## src/rtl/handshake_tx.sv

```systemverilog
// Valid/ready transmitter with a DEPTH-entry staging FIFO and a registered output stage.
// Optional transfer counter port xfer_count is built when HS_TX_COUNT_EN is defined.
module handshake_tx #(
  parameter int WIDTH = 4,
  parameter int DEPTH = 4
) (
  input  logic                       clk,
  input  logic                       rst_n,
  input  logic                       push,
  input  logic [WIDTH-1:0]           push_data,
  output logic                       full,
  output logic                       valid,
  output logic [WIDTH-1:0]           data_out,
  input  logic                       ready,
  output logic [$clog2(DEPTH):0]     level,
  output logic                       idle
`ifdef HS_TX_COUNT_EN
  ,
  output logic [7:0]                 xfer_count
`endif
);

  localparam int AW = $clog2(DEPTH);
  localparam int LW = AW + 1;

  typedef enum logic {S_EMPTY = 1'b0, S_PRESENT = 1'b1} state_t;

  state_t            state_q, state_d;
  logic [WIDTH-1:0]  mem [DEPTH];
  logic [AW-1:0]     wr_ptr_q, rd_ptr_q;
  logic [LW-1:0]     level_q, level_d;
  logic [WIDTH-1:0]  data_q;

  logic xfer, load, fifo_nonempty, fifo_rd, bypass, fifo_wr;

  assign fifo_nonempty = (level_q != '0);
  assign full          = (level_q == LW'(DEPTH));
  assign xfer          = valid & ready;
  assign load          = (state_q == S_EMPTY) | xfer;
  assign fifo_rd       = load & fifo_nonempty;
  assign bypass        = load & ~fifo_nonempty & push;
  // Full is judged on the registered level, so a same-cycle read never rescues a push.
  assign fifo_wr       = push & ~bypass & ~full;
  assign level_d       = level_q + LW'(fifo_wr) - LW'(fifo_rd);

  always_ff @(posedge clk or negedge rst_n) begin
    if (!rst_n) state_q <= S_EMPTY;
    else        state_q <= state_d;
  end

  always_comb begin
    state_d = state_q;
    case (state_q)
      S_EMPTY:   if (fifo_rd || bypass) state_d = S_PRESENT;
      S_PRESENT: if (xfer && !fifo_rd && !bypass) state_d = S_EMPTY;
      default:   state_d = S_EMPTY;
    endcase
  end

  always_comb begin
    valid = (state_q == S_PRESENT);
  end

  always_ff @(posedge clk or negedge rst_n) begin
    if (!rst_n) begin
      wr_ptr_q <= '0;
      rd_ptr_q <= '0;
      level_q  <= '0;
      data_q   <= '0;
    end else begin
      level_q <= level_d;
      if (fifo_wr) wr_ptr_q <= wr_ptr_q + AW'(1);
      if (fifo_rd) begin
        rd_ptr_q <= rd_ptr_q + AW'(1);
        data_q   <= mem[rd_ptr_q];
      end else if (bypass) begin
        data_q   <= push_data;
      end
    end
  end

  always_ff @(posedge clk) begin
    if (fifo_wr) mem[wr_ptr_q] <= push_data;
  end

  assign data_out = data_q;
  assign level    = level_q;
  assign idle     = ~valid & ~fifo_nonempty;

`ifdef HS_TX_COUNT_EN
  logic [7:0] cnt_q;
  always_ff @(posedge clk or negedge rst_n) begin
    if (!rst_n)    cnt_q <= '0;
    else if (xfer) cnt_q <= cnt_q + 8'd1;
  end
  assign xfer_count = cnt_q;
`endif

endmodule

```

## config.mk

```make
export PLATFORM = sky130hd
export DESIGN_NAME = handshake_tx
export DESIGN_NICKNAME = d
export VERILOG_FILES = /design/src/rtl/handshake_tx.sv
export SDC_FILE = /design/constraint.sdc
export NUM_CORES = 1
export LEC_CHECK = 0
export CAP_MARGIN = 5
export CORE_MARGIN = 1.5
export CORE_UTILIZATION = 40
export CTS_CLUSTER_SIZE = 30
export DETAILED_ROUTE_END_ITERATION = 8
export SYNTH_ARGS = -nofsm -noshare
export SYNTH_HDL_FRONTEND = slang
export SYNTH_SLANG_ARGS = --single-unit
```

## constraint.sdc

```tcl
create_clock -name clk -period 2.1 [get_ports clk]
set_input_delay 0.63 -clock clk [delete_from_list [all_inputs] [get_ports clk]]
set_output_delay 0.63 -clock clk [all_outputs]
set_load 0.03 [all_outputs]
```

==> results.toml, run 1 <==
[yosys]
post_synth_inst_count = 80
synth_area_per_cell_um2 = 15.5
syn_nets = 95
netlist_area_mm2 = 0.00124
yosysSeqAreaShare_pct = 63.0
synth-seq-cells = 28
synth.yosys.warnings = 0
yosys.cell_types.count = 23

[route]
detail-route-antenna-nets = 0
routed_via_density = 5.08
vias = 726
drc_violation_count_after_routing = 0
finalWirelength_mm = 2.13
detail_route.wl_per_cell_um = 14.9
drt_first_iter_violations = 15
firstDrtPassIters = 4

[sta]
fin_worst_hold_slack_ns = 0.545
timing.final.max_slew_violations = 0
slew-limit-headroom_pct = 62.5
setup_viol_count_final = 0
final.min_clock_period_ns = 2.08
post-route-worst-setup-slack_ns = 0.0175
tightest_pin_transition_ns = 0.561
final_hold_fails = 0
final.setup_skew_ns = 0.00758
rsz_0062_raised_after_global_routing = "true"
maximum_frequency_from_static_timing_analysis_ghz = 0.480
final_period_utilization_pct = 99.2

[grt]
grt_pass1_wl_mm = 3.49
grt_start_max_net_pins = 17
vias_in_the_first_global_route = 739
antenna_found_initial = 0
global_route.overflow_total = 0
grt_usage_pct = 14.0

[setup_path]
cp_slowest_stage_delay_ns = 0.35
path_max_fanout = 2
criticalPathCategory = "in -> reg"
worst_ep_arrival_time_ns = 2.31
cp_slowest_cell = "o31a_2"
critical_path.cell_chain = "dlygate4sd2_1 > nor3b_2 > o31a_2 > inv_2 > ha_4 > inv_4 > ha_4 > inv_2 > fa_2 > xnor2_2 > xnor2_1"
critPathCaptureType = "flop"
critical-path-top-delay-family = "adder cells"
regToRegStartpoint = "valid$_DFF_PN0_"
timing.reg2reg.setup_slack_ns = 0.02
critPathRequiredTime_ns = 2.33
timing.reg2reg.worst_path_depth = 10
critical_path.n_buffers_inverters = 4
critical_path_cell_count = 11
rr_endpoint = "level[2]$_DFF_PN0_"
start_kind = "primary input"

[clock_network]
cts_made_buffers = 3
htreeDepth = 1
tritoncts_clock_tree = "done"
clock_insertion_delay_worst_skew_ns = 0.33
cts_max_path_buffers = 2
postCtsHoldBufs = 0
clk_root_buffer_cell = "clkbuf_4"
worst_setup_hold_path_clk_slew_ns = 0.16
numClockSinks = 28

[job]
maxCapViolations = 0

[pwr]
total_power_uw = 2360
cellPowerDensity_mw_per_mm2 = 1450
ir_drop_uv = 498
power.static_leakage_uw = 0.000624

[min_path]
number_of_instances_on_the_worst_hold_path = 2
worstHoldEndpoint = "data_out[0]$_DFFE_PN0P_"
hold_path.startpoint = "data_out[0]$_DFFE_PN0P_"
min-delay-path-class = "reg -> reg"

[die]
initial_core_util_pct = 41.3
full_die_area_mm2 = 0.00344
fp-row-count = 20
core_mm2 = 0.00300
die-width_um = 58.7
ioPinCount = 18
height_of_the_die_um = 58.7

[place]
detailed_place_hpwl_mm = 1.61
gp_congestion = 0.720
dpl_worst_slack_ns = -0.651
port_buffers = 17
postPlaceCellArea_mm2 = 0.00152

[final_layout]
drive_gt1_share_pct = 35.5
layout_commonest_cell = "edfxtp_1"
areaGrowthSynthToFinish_pct = 31.8
final.fill_count = 256
most-common-layout-cells = "edfxtp_1 (16), buf_4 (11), clkdlybuf4s50_1 (9)"
finish.net_count = 126
antennaDiodeCount = 0
finalInstanceArea_mm2 = 0.00163

[outcome]
run_status = "complete, no violations"
[repair_timing]
item | CTS | global route
gates cloned | 0 | 0
resized for setup | 10 | 10
endpoints found under the setup margin | 7 | 4
pin swaps | 3 | 3
setup buffers | 1 | 1
[per-stage QoR]
step	utilization (%)	cells	TNS [ns]
6_report	54.4	143	0
5_1_grt	54.4	143	-0.0504
4_1_cts	52.8	142	-0.0675
3_5_place_dp	50.7	137	-2.67
3_3_place_gp	50.7	137	-2.49
2_1_floorplan	-	80	-0.370
[worst min-delay path, cell delays in order, from the launching register on]
cell,delay (ns)
dfrtp_1,0.38
a21oi_1,0.04
a21oi_1,0.10
[logic make-up (layout without fill, tap and decap cells)]
group	Yosys count	after routing	synth area share (%)
and+or+nand+nor	14	14	8.69
AOI/OAI and AO/OA	13	13	6.06
DFF	28	28	63.0
buffers and inverters	8	38	2.52
muxes	5	5	8.48
adders and majority gates	7	7	7.68
xor gates and xnor gates	5	5	3.54
[where the power goes]
group	switching, µW	internal, µW
Sequential	171	771
Combinational	507	557
Clock	160	193
[state kept, by name, indices dropped and copies added, names as in the netlist]
signal	count
mem	16
level	3
valid	1
rd_ptr_q	2
data_out	4
wr_ptr_q	2
[metal layers]
metal / vias to the layer above / part of all wire, % / track usage (%)
met2: 11 / 50 / 22.2
met4: 0 / 0.80 / 6.82
li1: 357 / - / -
met3: 2 / 2.3 / 1.98
met5: - / 0 / 0
met1: 356 / 47 / 19.2
[cell usage after synthesis]
cell	count	share of area, %
or4b_4	1	1.1
a21oi_1	8	3.2
clkbuf_1	1	0.30
nand2b_1	2	1.0
nor3b_1	2	1.2
ha_1	6	6.1
nand3b_1	1	0.61
xor2_1	1	0.71
mux2_4	1	1.2
o22ai_1	4	2.0
xnor2_1	4	2.8
nor4_1	1	0.51
mux4_2	4	7.3
edfxtp_1	16	39
dfrtp_1	12	24
or4_4	1	0.91
fa_1	1	1.6
inv_1	6	1.8
nor2b_1	1	0.51
and2_1	4	2.0
buf_2	1	0.40
nor3_2	1	0.81
o31a_2	1	0.81
[final cells by class]
class | count | area, µm² | area share [%]
multi-input combinational | 44 | 482 | 29.5
clock buffer | 3 | 22.5 | 1.38
tap | 33 | 41.3 | 2.53
sequential | 28 | 786 | 48.1
timing repair buffer | 28 | 246 | 15.1
inverter | 6 | 25.0 | 1.53
clock inverter | 1 | 30.0 | 1.84
[worst max-delay path by stage]
stage                     from                 end  slack [ns]
3_3_place_gp             ready  level[2]$_DFF_PN0_       -0.63
4_1_cts                  ready  level[2]$_DFF_PN0_       -0.07
6_report                 ready  level[2]$_DFF_PN0_        0.02
3_5_place_dp             ready  level[2]$_DFF_PN0_       -0.65
2_1_floorplan            ready  level[2]$_DFF_PN0_       -0.15
5_1_grt        valid$_DFF_PN0_  level[2]$_DFF_PN0_       -0.05
Power figures use the tool's default switching activity.
==> run 2, diff against run 1 <==
- CORE_ASPECT_RATIO: default -> 1.25
==> results.toml, run 2 (same netlist as run 1, synthesis figures left out) <==
[die]
ioPinCount = 18
height_of_the_die_um = 65.2
core_mm2 = 0.00295
full_die_area_mm2 = 0.00344
initial_core_util_pct = 42.1
fp-row-count = 22
die-width_um = 52.8

[route]
finalWirelength_mm = 2.22
routed_via_density = 4.92
firstDrtPassIters = 4
detail_route.wl_per_cell_um = 15.0
vias = 728
drt_first_iter_violations = 9
drc_violation_count_after_routing = 0
detail-route-antenna-nets = 0

[pwr]
total_power_uw = 2350
ir_drop_uv = 815
cell_internal_power_dissipation_uw = 1510
share_seq_of_total_power_pct = 40.5
power_switching_uw = 834
power.static_leakage_uw = 0.000639
switching_share_pct = 35.6
comb_power_share_pct = 44.9
cellPowerDensity_mw_per_mm2 = 1450
power.share.clock_pct = 14.5

[clock_network]
tritoncts_clock_tree = "done"
cts_max_path_buffers = 2
clock_insertion_delay_worst_skew_ns = 0.32
clk_root_buffer_cell = "clkbuf_4"
cts_made_buffers = 3
numClockSinks = 28
worst_setup_hold_path_clk_slew_ns = 0.14
htreeDepth = 1

[place]
port_buffers = 17
detailed_place_hpwl_mm = 1.62
gp_congestion = 0.660

[min_path]
number_of_instances_on_the_worst_hold_path = 2
min-delay-path-class = "reg -> reg"

[setup_path]
timing.reg2reg.worst_path_depth = 10
critPathCaptureType = "flop"
start_kind = "flop"
criticalPathCategory = "reg -> reg"
timing.reg2reg.setup_slack_ns = 0.01
path_max_fanout = 6
worst_ep_arrival_time_ns = 2.30
critPathRequiredTime_ns = 2.31

[final_layout]
largest-register = "mem"
final_util_pct = 55.1
layout_commonest_cell = "edfxtp_1"
areaGrowthSynthToFinish_pct = 30.9
drive_gt1_share_pct = 34.8
antennaDiodeCount = 0
largest_register_ff_count = 16
finish.net_count = 128
final.fill_count = 247
most-common-layout-cells = "edfxtp_1 (16), buf_4 (13), clkdlybuf4s50_1 (9)"

[sta]
final_hold_fails = 0
timing.final.max_slew_violations = 0
tightest_pin_transition_ns = 0.545
final.setup_skew_ns = 0.00917
slew-limit-headroom_pct = 63.6
final_period_utilization_pct = 99.4
final.min_clock_period_ns = 2.09
maximum_frequency_from_static_timing_analysis_ghz = 0.479
setup_viol_count_final = 0
rsz_0062_raised_after_global_routing = "true"

[grt]
grt_usage_pct = 14.5
global_route.overflow_total = 0
vias_in_the_first_global_route = 735
antenna_found_initial = 0
grt_pass1_wl_mm = 3.49
grt_start_max_net_pins = 17

[outcome]
run_status = "complete, no violations"

[job]
maxCapViolations = 0
==> run 2: per-layer routing <==
| metal | global-route usage, % | wire length [µm] |
|---|---|---|
| met5 | 0 | 0 |
| met2 | 23.0 | 1170 |
| met4 | 5.77 | 20 |
| met1 | 20.0 | 985 |
| met3 | 2.05 | 36 |
==> run 2: what timing repair did <==
| action | 4_1_cts | 5_1_grt |
|---|---|---|
| pin swaps | 4 | 2 |
| resized for setup | 13 | 5 |
| setup buffers | 1 | 3 |
| endpoints found under the setup margin | 7 | 4 |
| hold buffers | 0 | 0 |
| cloned | 0 | 0 |
==> run 2: worst max-delay path: stages, from the launching register on <==
cell and delay, ns:
dfrtp_2 0.48, buf_6 0.14, nor3_4 0.18, nor2b_2 0.07, ha_1 0.28, inv_1 0.05, ha_1 0.12, inv_1 0.04
fa_2 0.34, xnor2_2 0.14, xnor2_1 0.12
==> run 2: final timing paths <==
kind | startpoint | endpoint
setup / recovery | level[2]$_DFF_PN0_ | level[2]$_DFF_PN0_
hold / removal | data_out[3]$_DFFE_PN0P_ | data_out[3]$_DFFE_PN0P_
setup reg to reg | level[2]$_DFF_PN0_ | level[2]$_DFF_PN0_
hold reg to reg | data_out[3]$_DFFE_PN0P_ | data_out[3]$_DFFE_PN0P_
max in group asynchronous | rst_n | level[1]$_DFF_PN0_
min in group asynchronous | rst_n | data_out[1]$_DFFE_PN0P_
==> run 2: cell type report <==
cell class              instances  area [µm²]  area share, %
clock inverters                 1        30.0           1.85
well taps                      36        45.0           2.78
clock buffers                   3        22.5           1.39
repair buffers                 30         258           15.9
inverters                       6        22.5           1.39
multi-input cells              44         458           28.2
flip-flops and latches         28         786           48.5
==> run 2: through the flow <==
stage	cell area, µm²	cells	setup WS (ns)	hold slack, ns	setup TNS [ns]
3_3_place_gp	1530	140	-0.643	0.511	-2.57
2_1_floorplan	1260	80	-0.153	0.334	-0.370
6_report	1620	148	0.0123	0.546	0
5_1_grt	1620	148	-0.111	0.576	-0.200
3_5_place_dp	1530	140	-0.651	0.518	-2.82
4_1_cts	1600	145	-0.0363	0.552	-0.0363
==> run 2: power by group through the flow <==
stage / logic, µW / registers, µW / clock network (µW)
3_3_place_gp: 995 / 956 / 0
3_5_place_dp: 1010 / 965 / 0
2_1_floorplan: 520 / 1060 / 0
5_1_grt: 1170 / 981 / 377
6_report: 1050 / 950 / 341
4_1_cts: 1020 / 956 / 355
==> edit, RTL diff (config.mk and constraints of run 2) <==
Put one more register stage on the output `level`, cleared by the reset. The value now appears one clock later. The other outputs are not delayed to match. Comments in the files are not updated.
--- a/src/rtl/handshake_tx.sv
+++ b/src/rtl/handshake_tx.sv
@@ -84,7 +84,13 @@
   end
 
   assign data_out = data_q;
-  assign level    = level_q;
+  always_ff @(posedge clk or negedge rst_n) begin
+    if (!rst_n) begin
+      level <= '0;
+    end else begin
+      level <= level_q;
+    end
+  end
   assign idle     = ~valid & ~fifo_nonempty;
 
 `ifdef HS_TX_COUNT_EN
Formal check against the unedited RTL: not equivalent (Yosys sat finds a counterexample within 4 cycles, from zero or initial values and one cycle with rst_n low).
==> edit against run 2 <==
Area after synthesis is 6.1% higher; worst setup slack gained 0.019 ns; count of clock-buffer cells in the layout grew 3; critical path depth unchanged; non-clock buffer count shrank 1; sequential power grew 8%; global-route usage increased by 0.56 points; power grew 18%; cell area up 9.9%; wire length fell by 0.86%; sequential cell count up 3; critical path type unchanged; largest power group unchanged; highest routed layer unchanged.
==> edit: results (changes against run 2) <==
| Metric | Value |
|---|---|
| Fraction of layout cells with a size suffix above 1 | 34.7% (-0.076 points) |
| Final Critical Period | 2.07 ns (-0.0188 ns) |
| Pin count of the biggest net entering global routing | 16 (-1) |
| CTS Buf Count | 5 (+2) |
| Syn Area/Cell | 15.8 µm² (+2.2%) |
| Dpl ws | -0.684 ns (-0.0335 ns) |
| Drt total wl | 2200 µm (-0.86%) |
| Final #Nets | 132 (+3.1%) |
| Register area share after synthesis | 65.1% (+2.1 points) |
| Slowest stage delay, CP | 0.41 ns (-0.07 ns) |
| First-pass GRT wire length | 3800 µm (+8.9%) |
| DR vias | 754 (+3.6%) |
| Reg2reg path depth | 10 (unchanged) |
| Routability Congestion | 0.622 (-5.7%) |
| Clock slew at reported path FFs | 0.07 ns (-0.07 ns) |
| Clk_skew | 0.00745 ns (-0.00172 ns) |
| Worst Hold End | level[0] |
| Status | complete, no violations |
| CP Capture Type | register |
| Peak VDD IR | 0.852 mV (+4.5%) |
| Root buf cell | clkbuf_8 |
| Vias in the first global route | 817 (+11%) |
| Top cells by count, synth | edfxtp_1 (16), dfrtp_1 (15), a21oi_1 (8) |
| Vias per Instance | 4.86 (-1.1%) |
| HP Start | level_q[0] |
| Mapped Nets | 98 (+3.2%) |
| Number of DRC markers in iteration 0 | 11 (+2) |
| Ranking of synthesized cells by area | edfxtp_1 (37%), dfrtp_1 (29%), mux4_2 (6.9%) |
| Worst endpoint data arrival time | 2.22 ns (-0.08 ns) |
| Clock Latency Late Sink | 0.27 ns (-0.05 ns) |
| Flop2flop setup slack | 0.03 ns (+0.02 ns) |
| Crit path max fanout | 2 (-4) |
| Gr usage total | 15.1% (+0.56 points) |
| Layout filler cell count | 272 (+10%) |
| Ys async rst share | 48.4% (+5.5 points) |
| Htree depth | 2 (+1) |
| Tightest Pin Transition | 0.330 ns (-0.214 ns) |
| WHS Path Cells | 0 (-2) |
| Worst setup path endpoint | level_q[2] |
| Inst Count DP | 145 (+3.6%) |
==> edit: cell count changes after synthesis, sizes merged <==
cell,delta
dfrtp,+3
==> edit: routing by layer <==
metal / part of all wire, % / wire length [µm] / vias up / global-route usage, %
li1: - / - / 372 / -
met1: 43 / 942 / 362 / 17.8
met2: 52 / 1130 / 18 / 24.5
met3: 4.6 / 100 / 2 / 4.04
met4: 1.0 / 23 / 0 / 7.50
met5: 0 / 0 / - / 0
==> edit: metrics by stage <==
step | hold WS (ns) | cell area [µm²]
finish | 0.525 | 1780
global route | 0.547 | 1780
CTS | 0.534 | 1750
detailed placement | 0.514 | 1600
global placement | 0.506 | 1600
floorplan | 0.334 | 1320
==> edit: logic make-up after synthesis <==
logic type	count (synthesis)	synth area share, %
AO/OA/AOI/OAI	13	5.71
buffers and inverters	8	2.38
flip-flops	31	65.1
XOR/XNOR	5	3.33
adder cells (fa/ha/maj)	7	7.24
AND/OR/NAND/NOR	14	8.19
multiplexers	5	8.00
==> edit: timing repair <==
action                                  CTS  global route
endpoints found under the setup margin    3             3
pin swaps                                 3             0
setup buffers                             1             1
gates resized for setup                   5            10
==> edit: cell type report <==
class / instances / area, µm² / share of cell area, %
Sequential cell: 31 / 858 / 48.2
Multi-Input combinational cell: 44 / 469 / 26.3
Timing Repair Buffer: 29 / 253 / 14.2
Clock buffer: 6 / 72.6 / 4.07
Clock inverter: 2 / 60.1 / 3.37
Tap cell: 37 / 46.3 / 2.60
Inverter: 6 / 22.5 / 1.26
==> edit: report_power, final <==
| part | switching (mW) | leakage, nW | internal [mW] |
|---|---|---|---|
| combinational | 0.492 | 0.319 | 0.558 |
| sequential | 0.176 | 0.315 | 0.857 |
| clock | 0.200 | 0.0654 | 0.474 |
